**config.mk**
```make
export PLATFORM = sky130hd
export DESIGN_NAME = uart_stream_bridge
export DESIGN_NICKNAME = d
export VERILOG_FILES = /design/src/rtl/uart_pkg.sv /design/src/rtl/sync_fifo.sv /design/src/rtl/uart_stream_bridge.sv
export SDC_FILE = /design/constraint.sdc
export NUM_CORES = 1
export LEC_CHECK = 0
export BUFFER_PORTS_ARGS = -buffer_cell sky130_fd_sc_hd__buf_2
export CORE_ASPECT_RATIO = 1.4
export CORE_UTILIZATION = 60
export CTS_BUF_LIST = sky130_fd_sc_hd__clkbuf_4
export DETAILED_ROUTE_END_ITERATION = 8
export GPL_TIMING_DRIVEN = 1
export PLACE_DENSITY = 0.85
export SLEW_MARGIN = 40
export SYNTH_ARGS = -nofsm -noshare
export SYNTH_HDL_FRONTEND = slang
export SYNTH_SLANG_ARGS = --single-unit
export TNS_END_PERCENT = 100
```
**constraint.sdc**
```tcl
create_clock -name clk -period 3.6 [get_ports clk]
set_input_delay 0.54 -clock clk [delete_from_list [all_inputs] [get_ports clk]]
set_output_delay 0.54 -clock clk [all_outputs]
set_load 0.01 [all_outputs]
```
**src/rtl/uart_pkg.sv**
```systemverilog
// Shared widths and FSM state types for the UART stream bridge.
package uart_pkg;
  localparam int UART_BYTE_W = 8;
  localparam int RX_ENTRY_W  = UART_BYTE_W + 1;

  typedef enum logic [1:0] {
    TX_IDLE    = 2'd0,
    TX_ISSUE   = 2'd1,
    TX_WAIT_HI = 2'd2,
    TX_WAIT_LO = 2'd3
  } tx_state_t;

  typedef enum logic [1:0] {
    RX_IDLE = 2'd0,
    RX_CLR  = 2'd1,
    RX_WAIT = 2'd2
  } rx_state_t;
endpackage

```
**src/rtl/sync_fifo.sv**
```systemverilog
// Synchronous FIFO with a registered head-of-queue output and an exact level count.
module sync_fifo #(
  parameter int WIDTH = 8,
  parameter int DEPTH = 16,
  parameter int LVL_W = $clog2(DEPTH) + 1
) (
  input  logic             clk,
  input  logic             rst,
  input  logic             push,
  input  logic [WIDTH-1:0] wdata,
  input  logic             pop,
  output logic [WIDTH-1:0] rdata,
  output logic [LVL_W-1:0] level
);
  localparam int AW = $clog2(DEPTH);

  logic [WIDTH-1:0] mem_r [DEPTH];
  logic [AW-1:0]    wr_ptr_r;
  logic [AW-1:0]    rd_ptr_r;
  logic [LVL_W-1:0] level_r;
  logic [WIDTH-1:0] rdata_r;
  logic             do_push_s;
  logic             do_pop_s;

  // Qualify requests: pop only when non-empty, push when a slot exists or is freed this cycle.
  always_comb begin
    do_pop_s  = pop && (level_r != LVL_W'(0));
    do_push_s = push && ((level_r != LVL_W'(DEPTH)) || do_pop_s);
  end

  // Storage array; contents are don't-care after reset.
  always_ff @(posedge clk) begin
    if (do_push_s) mem_r[wr_ptr_r] <= wdata;
  end

  // Pointers, level and the registered head entry.
  always_ff @(posedge clk) begin
    if (rst) begin
      wr_ptr_r <= '0;
      rd_ptr_r <= '0;
      level_r  <= '0;
      rdata_r  <= '0;
    end else begin
      if (do_push_s) wr_ptr_r <= wr_ptr_r + AW'(1);
      if (do_pop_s)  rd_ptr_r <= rd_ptr_r + AW'(1);
      case ({do_push_s, do_pop_s})
        2'b10:   level_r <= level_r + LVL_W'(1);
        2'b01:   level_r <= level_r - LVL_W'(1);
        default: level_r <= level_r;
      endcase
      // The head register must already hold the next entry when the level becomes non-zero.
      if (do_pop_s && (level_r != LVL_W'(1))) begin
        rdata_r <= mem_r[rd_ptr_r + AW'(1)];
      end else if (do_push_s && ((level_r == LVL_W'(0)) || do_pop_s)) begin
        rdata_r <= wdata;
      end
    end
  end

  assign rdata = rdata_r;
  assign level = level_r;
endmodule

```
**src/rtl/uart_stream_bridge.sv**
```systemverilog
// Valid/ready byte-stream adapter around the UART wr_en/busy and rdy/rdy_clr handshakes.
// Optional macro UART_BRIDGE_DROP_PERR_EN: discard received bytes flagged with a parity error.
module uart_stream_bridge
  import uart_pkg::*;
#(
  parameter int FIFO_DEPTH = 16,
  parameter int LVL_W      = $clog2(FIFO_DEPTH) + 1
) (
  input  logic                   clk,
  input  logic                   rst,
  input  logic [UART_BYTE_W-1:0] s_tx_data,
  input  logic                   s_tx_valid,
  output logic                   s_tx_ready,
  output logic [UART_BYTE_W-1:0] m_rx_data,
  output logic                   m_rx_perr,
  output logic                   m_rx_valid,
  input  logic                   m_rx_ready,
  output logic [UART_BYTE_W-1:0] uart_tx_data,
  output logic                   uart_tx_wr_en,
  input  logic                   uart_tx_busy,
  input  logic [UART_BYTE_W-1:0] uart_rx_data,
  input  logic                   uart_rx_rdy,
  input  logic                   uart_rx_perr,
  output logic                   uart_rx_rdy_clr,
  output logic [LVL_W-1:0]       tx_level,
  output logic [LVL_W-1:0]       rx_level,
  output logic                   rx_overflow,
  input  logic                   overflow_clr
);
  tx_state_t              tx_state_r;
  rx_state_t              rx_state_r;
  logic [UART_BYTE_W-1:0] tx_head_s;
  logic [RX_ENTRY_W-1:0]  rx_head_s;
  logic [RX_ENTRY_W-1:0]  rx_cap_r;
  logic                   rx_keep_r;
  logic                   tx_push_s, tx_pop_s;
  logic                   rx_push_s, rx_pop_s, rx_full_s, rx_ovf_set_s;

  assign s_tx_ready = (tx_level != LVL_W'(FIFO_DEPTH));
  assign m_rx_valid = (rx_level != LVL_W'(0));

  // Queue handshakes; an RX capture into a full queue survives only if the consumer pops that cycle.
  always_comb begin
    tx_push_s    = s_tx_valid && s_tx_ready;
    tx_pop_s     = (tx_state_r == TX_IDLE) && (tx_level != LVL_W'(0)) && !uart_tx_busy;
    rx_pop_s     = m_rx_valid && m_rx_ready;
    rx_full_s    = (rx_level == LVL_W'(FIFO_DEPTH));
    rx_push_s    = (rx_state_r == RX_CLR) && rx_keep_r && (!rx_full_s || rx_pop_s);
    rx_ovf_set_s = (rx_state_r == RX_CLR) && rx_keep_r && rx_full_s && !rx_pop_s;
  end

  sync_fifo #(.WIDTH(UART_BYTE_W), .DEPTH(FIFO_DEPTH), .LVL_W(LVL_W)) u_tx_fifo (
    .clk(clk), .rst(rst), .push(tx_push_s), .wdata(s_tx_data),
    .pop(tx_pop_s), .rdata(tx_head_s), .level(tx_level)
  );

  sync_fifo #(.WIDTH(RX_ENTRY_W), .DEPTH(FIFO_DEPTH), .LVL_W(LVL_W)) u_rx_fifo (
    .clk(clk), .rst(rst), .push(rx_push_s), .wdata(rx_cap_r),
    .pop(rx_pop_s), .rdata(rx_head_s), .level(rx_level)
  );

  // TX pacing FSM: issue one byte, then wait for a full busy high/low cycle.
  always_ff @(posedge clk) begin
    if (rst) begin
      tx_state_r    <= TX_IDLE;
      uart_tx_wr_en <= 1'b0;
      uart_tx_data  <= '0;
    end else begin
      uart_tx_wr_en <= 1'b0;
      case (tx_state_r)
        TX_IDLE: begin
          if (tx_pop_s) begin
            uart_tx_data  <= tx_head_s;
            uart_tx_wr_en <= 1'b1;
            tx_state_r    <= TX_ISSUE;
          end
        end
        TX_ISSUE:   tx_state_r <= TX_WAIT_HI;
        TX_WAIT_HI: if (uart_tx_busy) tx_state_r <= TX_WAIT_LO;
        TX_WAIT_LO: if (!uart_tx_busy) tx_state_r <= TX_IDLE;
        default:    tx_state_r <= TX_IDLE;
      endcase
    end
  end

  // RX drain FSM: capture once per rdy assertion, pulse the clear, wait for rdy to drop.
  always_ff @(posedge clk) begin
    if (rst) begin
      rx_state_r      <= RX_IDLE;
      uart_rx_rdy_clr <= 1'b0;
      rx_cap_r        <= '0;
      rx_keep_r       <= 1'b0;
      rx_overflow     <= 1'b0;
    end else begin
      uart_rx_rdy_clr <= 1'b0;
      case (rx_state_r)
        RX_IDLE: begin
          if (uart_rx_rdy) begin
            rx_cap_r        <= {uart_rx_perr, uart_rx_data};
`ifdef UART_BRIDGE_DROP_PERR_EN
            rx_keep_r       <= !uart_rx_perr;
`else
            rx_keep_r       <= 1'b1;
`endif
            uart_rx_rdy_clr <= 1'b1;
            rx_state_r      <= RX_CLR;
          end
        end
        RX_CLR:  rx_state_r <= RX_WAIT;
        RX_WAIT: if (!uart_rx_rdy) rx_state_r <= RX_IDLE;
        default: rx_state_r <= RX_IDLE;
      endcase
      if (rx_ovf_set_s) begin
        rx_overflow <= 1'b1;
      end else if (overflow_clr) begin
        rx_overflow <= 1'b0;
      end
    end
  end

  assign m_rx_data = rx_head_s[UART_BYTE_W-1:0];
`ifdef UART_BRIDGE_DROP_PERR_EN
  assign m_rx_perr = 1'b0;
`else
  assign m_rx_perr = rx_head_s[UART_BYTE_W];
`endif
endmodule

```
# Word level (Yosys, flattened, before mapping)
# Memory sizes are Yosys's and may differ from the RTL's.
# Index checks and enable logic that the tools add are counted.
[totals]
mem_count = 2
out_inout_bits = 32
rom_bits = 0
latchBits = 0
regBits = 68
word_cells = 109
inputBits = 24
ramBits = 272
[mem_list]
columns = ["memory", "depth", "word_bits", "read_ports", "rd_clocked_by_memory_dff", "wr", "line", "rtl"]
rows = [
  ["u_rx_fifo.mem_r", 16, 9, 1, 0, 1, "sync_fifo.sv:17", "logic [WIDTH-1:0] mem_r [DEPTH];"],
  ["u_tx_fifo.mem_r", 16, 8, 1, 0, 1, "sync_fifo.sv:17", ""],
]
[op_classes]
bitwise = 2
n_shift = 0
add_sub_neg = 8
multipliers = 0
n_eq_ne = 19
div = 0
n_mux = 21
n_lt_le_gt_ge = 0
n_reduce_logical = 41
[ops]
columns = ["cell", "count"]
rows = [
  ["$pmux W5 S2", 2],
  ["$mux W9", 2],
  ["$add A4 B1 Y4 const B", 4],
  ["$logic_and A1 B1 Y1", 16],
  ["$mux W8", 2],
  ["$add A5 B1 Y5 const B", 2],
  ["$eq A2 B2 Y1 const B", 5],
  ["$logic_not A5 Y1", 2],
  ["$mux W2", 5],
  ["$ne A5 B1 Y1 const B", 2],
  ["$ne A5 B5 Y1 const B", 2],
  ["$reduce_bool A2 Y1", 5],
  ["$reduce_bool A5 Y1", 2],
  ["$sub A5 B1 Y5 const B", 2],
  ["$eq A2 B1 Y1 const B", 4],
  ["$mux W1", 8],
  ["$ne A2 B2 Y1 const B", 4],
  ["$pmux W2 S4", 1],
  ["$pmux W2 S3", 1],
  ["$reduce_and A2 Y1", 3],
  ["$eq A5 B5 Y1 const B", 1],
  ["$logic_or A1 B1 Y1", 5],
  ["$logic_not A2 Y1", 2],
  ["$reduce_or A2 Y1", 2],
  ["4 further kinds", 7],
]

# Logic depth before layout (Yosys ltp)
[logic_depth]
depth_word = 9
ltp_mapped = 11
depth_no_buf = 10

# Cells and area by module
# Synthesis repeated with hierarchy kept, for this count alone.
[unflattened]
cells_unflattened = 898
area_unflattened_um2 = 14047.2
[modules_own_cells]
columns = ["module", "seq_area_each_um2", "area_each_um2", "cells_per_inst", "instances"]
rows = [
  ["sync_fifo at u_rx_fifo", 4764.6, 6806.5, 441, 1],
  ["sync_fifo at u_tx_fifo", 4264.1, 6097.1, 344, 1],
  ["uart_stream_bridge", 500.5, 1143.6, 113, 1],
]

# Worst setup path before layout
# Ideal clock, no wire load.
[synth_timing]
path_kind = "reg2reg"
from = "register u_tx_fifo.level_r[0], in the netlist u_tx_fifo.level[0]"
to = "register u_tx_fifo.level_r[2], in the netlist u_tx_fifo.level[2]"
slack_ns = 1.029
path_buffers = 1
required_ns = 3.530
stages_incl_launch_ff = 10
arrival_ns = 2.501
synth_period_minus_slack_ns = 2.571
cell_sequence = "dfxtp_1 > inv_1 > ha_1 > or3b_1 > o21ai_0 > inv_1 > clkbuf_1 > ha_1 > or3_1 > a21oi_1"
[synth_between]
elab_chain_len = 8
word_cells_on_any_way = 14
[synth_lines]
columns = ["element", "line", "rtl"]
rows = [
  ["start: declaration", "sync_fifo.sv:20", "logic [LVL_W-1:0] level_r;"],
  ["start signal: assignment", "sync_fifo.sv:47", "2'b10: level_r <= level_r + LVL_W'(1);"],
  ["start signal: assignment", "sync_fifo.sv:48", "2'b01: level_r <= level_r - LVL_W'(1);"],
  ["start signal: assignment", "sync_fifo.sv:49", "default: level_r <= level_r;"],
  ["$reduce_bool A5 Y1 (*)", "sync_fifo.sv:27, uart_stream_bridge.sv:45", ""],
  ["$logic_and A1 B1 Y1 (2 in a row)", "uart_stream_bridge.sv:45", "tx_pop_s = (tx_state_r == TX_IDLE) && (tx_level != LVL_W'(0)) && !uart_tx_busy;"],
  ["$logic_and A1 B1 Y1 (*)", "sync_fifo.sv:27", "do_pop_s = pop && (level_r != LVL_W'(0));"],
  ["via u_tx_fifo.do_pop_s", "sync_fifo.sv:23", "logic do_pop_s;"],
  ["$logic_or A1 B1 Y1", "sync_fifo.sv:28", "do_push_s = push && ((level_r != LVL_W'(DEPTH)) || do_pop_s);"],
  ["$logic_and A1 B1 Y1", "sync_fifo.sv:28", ""],
  ["$eq A2 B1 Y1 / $eq A2 B2 Y1 (equally long branches)", "sync_fifo.sv:46", "case ({do_push_s, do_pop_s})"],
  ["$pmux W5 S2 / $reduce_bool A2 Y1 (equally long branches)", "--", ""],
]
# The timed path passes the listed nets; every way through them passes the cells marked *.
# A chain may end at the register's enable or synchronous reset.

# Worst setup path in the final report
[layout_timing]
from = "register u_rx_fifo.level_r[0], in the netlist u_rx_fifo.level[0]"
to = "memory u_rx_fifo.mem_r[14][8] in the netlist's numbering, enable pin"
[layout_between]
elab_chain_len = 7
word_cells_on_any_way = 12
[layout_lines]
columns = ["element", "line", "rtl"]
rows = [
  ["start: declaration", "sync_fifo.sv:20", ""],
  ["start signal: assignment", "sync_fifo.sv:47", ""],
  ["start signal: assignment", "sync_fifo.sv:48", ""],
  ["start signal: assignment", "sync_fifo.sv:49", ""],
  ["$eq A5 B5 Y1 / $reduce_bool A5 Y1 (equally long branches)", "uart_stream_bridge.sv:47, sync_fifo.sv:27, uart_stream_bridge.sv:40", ""],
  ["$logic_not A1 Y1 / $logic_and A1 B1 Y1 (equally long branches)", "uart_stream_bridge.sv:48, uart_stream_bridge.sv:46", ""],
  ["$logic_or A1 B1 Y1 / $logic_and A1 B1 Y1 (equally long branches)", "uart_stream_bridge.sv:48, sync_fifo.sv:27", ""],
  ["$logic_and A1 B1 Y1 / $logic_or A1 B1 Y1 (equally long branches)", "uart_stream_bridge.sv:48, sync_fifo.sv:28", ""],
  ["$logic_and A1 B1 Y1 (*)", "sync_fifo.sv:28", ""],
  ["$mux W1 (*)", "sync_fifo.sv:33", "if (do_push_s) mem_r[wr_ptr_r] <= wdata;"],
  ["$mux W1 (implied by the code) (*)", "sync_fifo.sv:33", ""],
  ["end: declaration", "sync_fifo.sv:17", ""],
]
# Every way passes the cells marked *; elsewhere a longest branch is shown, timed or not.

==> results.md <==
- DRC violations left: 0
- Filler instances: ~1400
- CP Capture Type: flop
- Setup violators final: 0
- DR vias: 7885
- Placed Instances: ~1200
- Mapped Area: ~14000 µm²
- RSZ-0062 raised after global routing: no
- Fin area: between 15000 and 20000 µm²
- Post-DR wirelength/cell: roughly 21 µm
- CP startpoint: u_rx_fifo.level[0]
- Overall Global Routing Usage: about a quarter
- Critical Path RT: about 3.9 ns
- Layout cells sized above 1: ~25%
- Ant diodes: 0
- Wire length of the first global-routing pass: 42.9 mm
- Leakage power: between 5 and 6 nW
- Max-slew headroom: between 40% and 50%
- Initial antenna violation count: 0
- Setup TNS: 0 ns
- Share of synthesized registers carrying an async set or reset: 0%
- Area after DPL: between 10000 and 15000 µm²
- Num ports: 56
- FF+latch count, synth: 340
- Area growth syn-to-layout: 12.2%
- Final hold vios: 0
- GRT overflow: 0
- CTS tree: yes
- Post-CTS resize count: 0
- Placer Congestion: between 0.9 and 1
- Worst-path maximum fanout: 9
- Synth unique cells: 50
- Min Hold Slack: approximately 0.095 ns
- Number of setup buffers added after CTS: 0
- CP Data Arrival Time: roughly 3.1 ns
- Num CTS Buffers: 81
- PwrDens: 658 nW/µm²
- Sequential element share of the synthesized area: 69.9%
- Post-Syn Area per Cell: roughly 16 µm²
- Flop2flop setup slack: about 0.76 ns
- Nets: slightly above 1000
- Final WL: about 28 mm
- RR Startpoint: u_rx_fifo.level[0]
- Ys Warns: 0
- DP Wirelength: ~18 mm
- Clk_skew: around 0.051 ns
- DRT antenna net count: 0
- Max cap viols: 0
- Row cnt: 64
- Worst Max-Slew Pin Slew: between 0.7 and 0.8 ns
- Insertion delay to the later sink of the worst-skew pair: 0.71 ns
- Placeable Area: between 20000 and 25000 µm²
- Post-synthesis cell count: ~870
- Die Y: 180 µm
- Pins Over Slew Limit: 0
- Critical Setup Path Class: flop to flop
- Vias in the first global route: between 8000 and 9000
- Port buffer count: 55
- Hold Startpoint: uart_rx_data[5]
- Syn_nets: slightly above 900
- Clock slew at reported path FFs: 0.07 ns
- Class of the worst hold path: primary input to flop
- Critical path launch point type: flop
- Clock Sink Count: 340
- Initial Util: around three fifths
- VDD IR max: 545 µV
- Clock tree buffer depth: 3
- Cts hold-fix bufs: 0
- Die width: 129 µm
- Post-synth EDFFs: 272
- H-tree levels: 3
- Largest net degree at the start of global routing: 50
- 1st-iter DRT viols: between 600 and 700
- Vias/cell: about 6
- Crit share post-route: 78.9%
- Final Non-Filler Cells: between 1000 and 1500
- Status: finished clean
- Primary FF master, synth: edfxtp_1
- Achievable Freq: roughly 350 MHz
- Pre-antenna DRT Iters: 5
- Die Area: 23300 µm²
- Final min period: between 2 and 3 ns
- Clk Tree Root Cell: clkbuf_4
==> power by group <==
part / internal (mW) / switching (mW) / total (mW) / leakage [nW]
registers: 4.44 / 0.183 / 4.62 / 3.04
logic: 1.03 / 1.32 / 2.35 / 1.57
clock network: 1.63 / 1.46 / 3.09 / 0.624
==> stage by stage <==
step | power (mW) | util (%) | worst slack (ns)
global placement | 6.96 | 64.4 | 0.949
finish | 10.1 | 69.1 | 0.760
floorplan | 6.40 | - | 1.03
global route | 10.5 | 69.1 | 0.593
CTS | 10.1 | 69.1 | 0.841
detailed placement | 7.03 | 64.4 | 0.879
==> cells by family after synthesis <==
logic type               count (synthesis)  share of synthesized area [%]
AND/OR/NAND/NOR                        168                           5.68
buffers and inverters                   64                           1.98
XOR/XNOR                                22                           1.41
adder cells (fa/ha/maj)                 24                           2.20
AO/OA/AOI/OAI                          124                           6.27
flip-flops                             340                           69.9
multiplexers                           124                           12.5
==> layer usage <==
layer	vias up	wire length (µm)	global-route usage, %
met5	-	0	0
li1	3611	-	-
met4	0	1170	13.4
met1	3894	10100	27.1
met2	322	15200	45.2
met3	58	1590	5.64
==> cell usage after synthesis (all sizes together), types with 3 or more instances <==
| cell | number | area, µm² |
|---|---|---|
| nor2 | 67 | 251 |
| dfxtp | 68 | 1360 |
| clkbuf | 31 | 116 |
| xor2 | 11 | 96.3 |
| buf | 17 | 93.8 |
| o21ai | 16 | 83.8 |
| edfxtp | 272 | 8170 |
| a31oi | 18 | 113 |
| mux4 | 36 | 811 |
| nand2b | 6 | 37.5 |
| a221oi | 8 | 70.1 |
| a21oi | 21 | 105 |
| nor3 | 10 | 50.1 |
| xnor2 | 11 | 96.3 |
| o221ai | 8 | 70.1 |
| mux2 | 10 | 113 |
| a211oi | 3 | 22.5 |
| and2 | 4 | 25.0 |
| a22oi | 42 | 315 |
| ha | 24 | 300 |
| nand4 | 3 | 18.8 |
| nand2 | 42 | 158 |
| inv | 15 | 56.3 |
| or3 | 3 | 18.8 |
| nand3 | 15 | 75.1 |
| mux2i | 78 | 781 |
| nor2b | 7 | 43.8 |
==> cell type report <==
class	instances	area, µm²	share of cell area [%]
Sequential cell	340	9530	62.4
Clock buffer	115	863	5.65
Clock inverter	31	179	1.17
Multi-Input combinational cell	462	3850	25.2
Inverter	16	60.1	0.393
Timing Repair Buffer	75	425	2.78
Tap cell	297	372	2.43
==> cell usage in the layout, fill, tap and decap left out, drive strengths merged, types with 11 or more instances in the layout <==
cell type,instances
a21oi,21
nor2,67
edfxtp,272
xnor2,11
a31oi,18
mux2i,78
clkinv,25
o21ai,16
mux4,36
xor2,11
a22oi,42
dfxtp,68
nand2,42
ha,24
inv,19
buf,75
nand3,15
clkbuf,115
==> state kept, by name, indices dropped and copies added, names as in the netlist <==
name and count:
u_tx_fifo.level 5, rx_cap_r 9, uart_tx_wr_en 1, rx_keep_r 1, u_rx_fifo.rdata 9, tx_state_r 2, u_rx_fifo.wr_ptr_r 4, u_tx_fifo.mem_r 128
u_tx_fifo.rdata 8, rx_overflow 1, u_rx_fifo.mem_r 144, rx_state_r 2, uart_tx_data 8, u_rx_fifo.rd_ptr_r 4, u_tx_fifo.wr_ptr_r 4, u_rx_fifo.level 5
uart_rx_rdy_clr 1, u_tx_fifo.rd_ptr_r 4
==> worst max-delay path, stage by stage, from the launching register on <==
cell and delay [ns]:
dfxtp_1 0.46, inv_1 0.10, ha_1 0.26, a311oi_2 0.61, nand2_1 0.31, nor2_1 0.70
==> path summary, 6_finish.rpt <==
path / cells past startpoint / to
worst min-delay path: 3 / rx_cap_r[5]
worst max-delay path: 5 / u_rx_fifo.mem_r[14][8]
worst max register to register: 5 / u_rx_fifo.mem_r[14][8]
worst min register to register: 2 / uart_tx_data[7]
Note: power is estimated with default switching activity, not from simulation.
